File: config.mk
export PLATFORM = sky130hd
export DESIGN_NAME = bit_serializer
export DESIGN_NICKNAME = d
export VERILOG_FILES = /design/src/rtl/bit_serializer.sv
export SDC_FILE = /design/constraint.sdc
export NUM_CORES = 1
export LEC_CHECK = 0
export CORE_MARGIN = 2
export CORE_UTILIZATION = 25
export DETAILED_ROUTE_END_ITERATION = 6
export PLACE_DENSITY_LB_ADDON = 0.05
export SYNTH_ARGS = -nofsm -noshare
export SYNTH_HDL_FRONTEND = slang
export SYNTH_SLANG_ARGS = --single-unit
File: constraint.sdc
create_clock -name clk -period 1.3 [get_ports clk]
set_input_delay 0.195 -clock clk [delete_from_list [all_inputs] [get_ports clk]]
set_output_delay 0.195 -clock clk [all_outputs]
set_load 0.03 [all_outputs]
File: src/rtl/bit_serializer.sv
// Parallel-to-serial shifter with optional idle gap between words.
// One word in flight; a new word may load on the last bit when no gap is configured.
module bit_serializer #(
  parameter int   WIDTH      = 8,
  parameter int   MSB_FIRST  = 1,
  parameter int   GAP        = 0,
  parameter logic IDLE_LEVEL = 1'b0
) (
  input  logic             clk,
  input  logic             rst,
  input  logic [WIDTH-1:0] i_data,
  input  logic             i_valid,
  output logic             o_ready,
  output logic             o_bit,
  output logic             o_bit_valid,
  output logic             o_done
);
  localparam int CW = $clog2(WIDTH);

  typedef enum logic [1:0] {IDLE, SHIFT, GAPW} state_t;

  state_t           state_q, state_d;
  logic [CW-1:0]    cnt_q, cnt_d;
  logic [3:0]       gap_q, gap_d;
  logic [WIDTH-1:0] sreg_q, sreg_d;
  logic             bit_q, bit_d;
  logic             vld_q, vld_d;
  logic             last, accept, load;

  assign last    = (state_q == SHIFT) && (cnt_q == CW'(WIDTH - 1));
  assign o_ready = (state_q == IDLE) || (last && (GAP == 0));
  assign accept  = i_valid && o_ready;

  assign o_bit       = bit_q;
  assign o_bit_valid = vld_q;
  assign o_done      = last;

  always_comb begin
    state_d = state_q;
    cnt_d   = cnt_q;
    gap_d   = gap_q;
    sreg_d  = sreg_q;
    bit_d   = IDLE_LEVEL;
    vld_d   = 1'b0;
    load    = 1'b0;
    case (state_q)
      IDLE: load = accept;
      SHIFT: begin
        if (last) begin
          if (GAP > 0) begin
            state_d = GAPW;
            gap_d   = 4'd0;
          end else if (accept) begin
            load = 1'b1;
          end else begin
            state_d = IDLE;
          end
        end else begin
          // The bit presented next cycle sits one position inside the register.
          cnt_d  = cnt_q + CW'(1);
          sreg_d = (MSB_FIRST != 0) ? {sreg_q[WIDTH-2:0], 1'b0} : {1'b0, sreg_q[WIDTH-1:1]};
          bit_d  = (MSB_FIRST != 0) ? sreg_q[WIDTH-2] : sreg_q[1];
          vld_d  = 1'b1;
        end
      end
      GAPW: begin
        if (gap_q == 4'(GAP - 1)) state_d = IDLE;
        else                      gap_d   = gap_q + 4'd1;
      end
      default: state_d = IDLE;
    endcase
    if (load) begin
      state_d = SHIFT;
      cnt_d   = '0;
      sreg_d  = i_data;
      bit_d   = (MSB_FIRST != 0) ? i_data[WIDTH-1] : i_data[0];
      vld_d   = 1'b1;
    end
  end

  always_ff @(posedge clk) begin
    if (rst) begin
      state_q <= IDLE;
      cnt_q   <= '0;
      gap_q   <= '0;
      sreg_q  <= '0;
      bit_q   <= IDLE_LEVEL;
      vld_q   <= 1'b0;
    end else begin
      state_q <= state_d;
      cnt_q   <= cnt_d;
      gap_q   <= gap_d;
      sreg_q  <= sreg_d;
      bit_q   <= bit_d;
      vld_q   <= vld_d;
    end
  end
endmodule

==> impl_metrics.toml <==
[pwr]
p_int_uw = 639
pwr-share-clk = 0.286
ir_drop_mv = 0.363
p_total_uw = 863
p_switching_uw = 224
pwr-share-seq = 0.513
p_per_area_mw_per_mm2 = 998
pwr-share-comb = 0.201
p_leak_nw = 0.344
swShare = 0.260

[synthesis]
synthCells = 56
synthDistinctLibCells = 16
synth-seq-area-share = 0.465
synthTopCellsByArea = "dfxtp_1 47%, mux2i_1 13%, a211oi_1 8.1%, nor2_1 6.0%, ha_1 4.5%"
synth-seq-cells = 13
synth_nets = 69
syn_area_um2 = 559
avgSynthCellArea_um2 = 9.99
yosys.area.top_type = "dfxtp_1"
yosysWarningCount = 0
synth_top_area_frac = 0.465

[timing]
finalCritPeriodShare = 1.11
worst-slew-pin-transition_ns = 0.303
finalWorstPathRequiredPeriod_ns = 1.44
max_slew_margin = 0.799
finClkSkew_ns = 0.00238
max_freq_ghz = 0.692
finalHoldViolCount = 0
slew_viol_final = 0
rsz0062_at_grt = "yes"
tns_ns = -0.350
finalSetupViolCount = 3
setup_slack_ns = -0.145

[cells_and_area]
post-route-cell-area_um2 = 865
layout_common_cells = "11 x dfxtp_1, 10 x clkdlybuf4s50_1, 7 x mux2i_1"
fin_nets = 91
diodes = 0
drive_gt1_frac = 0.377
regArea_um2 = 263
layout_commonest_cell = "dfxtp_1"
multiInputGateArea_um2 = 333
areaGrowthSynthToFinish_pct = 54.6
fill_cells = 239

[floorplan]
io-pin-count = 15
fp-row-count = 17
die_w_um = 51.3
start_util = 0.258
core_mm2 = 0.00217
die-area_mm2 = 0.00263
die-height_um = 51.3

[setup_path]
worstPathRequired_ns = 1.11
cp_max_fo = 2
endpoint_kind = "output port"
cp.arrival_ns = 1.25
r2r_end = "cnt_q[0]"
reg2reg_depth = 6
ff2ff_setup_slack_ns = -0.11
worst-setup-path-type = "flop to output port"
start_kind = "flop"
startpoint = "cnt_q[0]"
r2r-start = "cnt_q[0]"
cp-endpoint = "o_ready"

[cts]
clockBufferDepth = 2
tritoncts = "done"
htree_levels = 1
clk_latency_ns = 0.27
ctsRootBufferMaster = "clkbuf_4"
post_cts_buffers = 0
path_clk_slew_ns = 0.08
numCtsBuffers = 3
cts.sink_count = 13

[route]
drtAntennaViolNets = 0
first_pass_iters = 4
drt-vias-per-instance = 4.39
first_iter_violations = 8
routedWlPerCell_um = 11.5
dr_total_vias = 461
remaining_drc_errors = 0
routed_wl_um = 1210

[place]
io_buffers = 14
placed_cell_area_um2 = 778
hpwl_um = 847
gp_congestion = 0.678

[grt]
grt_max_degree = 17
antenna_found_initial = 0
grt_use_total = 0.112
grt_overflow = 0
grt_pass1_vias = 437
grt_pass1_wl_um = 2040

[run_status]
outcome = "finished, violations left"
violations = "negative setup slack"

[run]
max_cap_violations = 0

[worst_hold_path]
hold_path.class = "flop to flop"
critical path: stages, from the launching register on:
cell and delay, ns:
dfxtp_2 0.34, ha_4 0.16, ha_4 0.16, nor2b_4 0.14
inv_4 0.04, buf_6 0.13
flip-flops by register name, indices dropped and copies added (netlist names):
signal,flops
sreg_q,7
cnt_q,3
o_bit,1
o_bit_valid,1
state_q,1
power groups by stage:
stage	clock network, mW	logic (mW)	registers (mW)
2_1_floorplan	0	0.0801	0.452
3_3_place_gp	0	0.157	0.448
3_5_place_dp	0	0.157	0.447
4_1_cts	0.266	0.164	0.441
5_1_grt	0.285	0.190	0.445
6_report	0.247	0.173	0.443
cell families (layout without fill, tap and decap cells):
group / Yosys count / count (layout) / share of synthesized area
AO/OA/AOI/OAI: 10 / 10 / 0.116
flip-flops: 13 / 13 / 0.465
multiplexers: 7 / 7 / 0.125
buffers and inverters: 4 / 25 / 0.0582
adder cells (fa/ha/maj): 2 / 2 / 0.0447
AND/OR/NAND/NOR: 20 / 20 / 0.190
layout make-up:
| cell class | instances | share of cell area |
|---|---|---|
| inverters | 1 | 0.00724 |
| repair buffers | 20 | 0.233 |
| clock buffers | 4 | 0.0304 |
| flip-flops and latches | 13 | 0.304 |
| well taps | 28 | 0.0405 |
| multi-input cells | 39 | 0.385 |
timing repair:
action	4_1_cts	5_1_grt
endpoints found under the hold margin	0	0
pin swaps	2	0
cloned	0	0
setup endpoints to repair	14	12
gates resized for setup	18	8
hold buffers	0	0
per-layer routing:
metal  GRT usage  part of all wire  vias up
li1            -                 -      237
met4      0.0658             0.012        0
met5           0                 0        -
met2       0.147              0.48       11
met3      0.0439             0.046        2
met1       0.151              0.46      211
cells in the mapped netlist:
cell type  instances
a211oi_1           6
a21oi_1            4
and2_2             1
buf_6              2
clkbuf_1           1
dfxtp_1           13
ha_1               2
inv_4              1
mux2i_1            7
nand2_1            3
nand3_1            1
nand3b_1           3
nor2_1             9
nor2b_4            1
nor3_1             1
or2b_1             1
through the flow:
stage	util	setup WS [ns]	hold slack [ns]	cells
2_1_floorplan	-	0.00806	0.268	56
6_report	0.399	-0.145	0.473	105
4_1_cts	0.385	-0.155	0.486	105
3_5_place_dp	0.359	-0.315	0.472	101
3_3_place_gp	0.359	-0.301	0.480	101
5_1_grt	0.399	-0.200	0.512	105
how the worst min path moves through the flow:
stage | to | start | cells past startpoint
6_report | o_bit | sreg_q[6] | 2
3_3_place_gp | o_bit | sreg_q[6] | 2
2_1_floorplan | sreg_q[3] | rst | 1
5_1_grt | o_bit | sreg_q[6] | 2
4_1_cts | o_bit | sreg_q[6] | 2
3_5_place_dp | o_bit | sreg_q[6] | 2
Power figures use the tool's default switching activity.
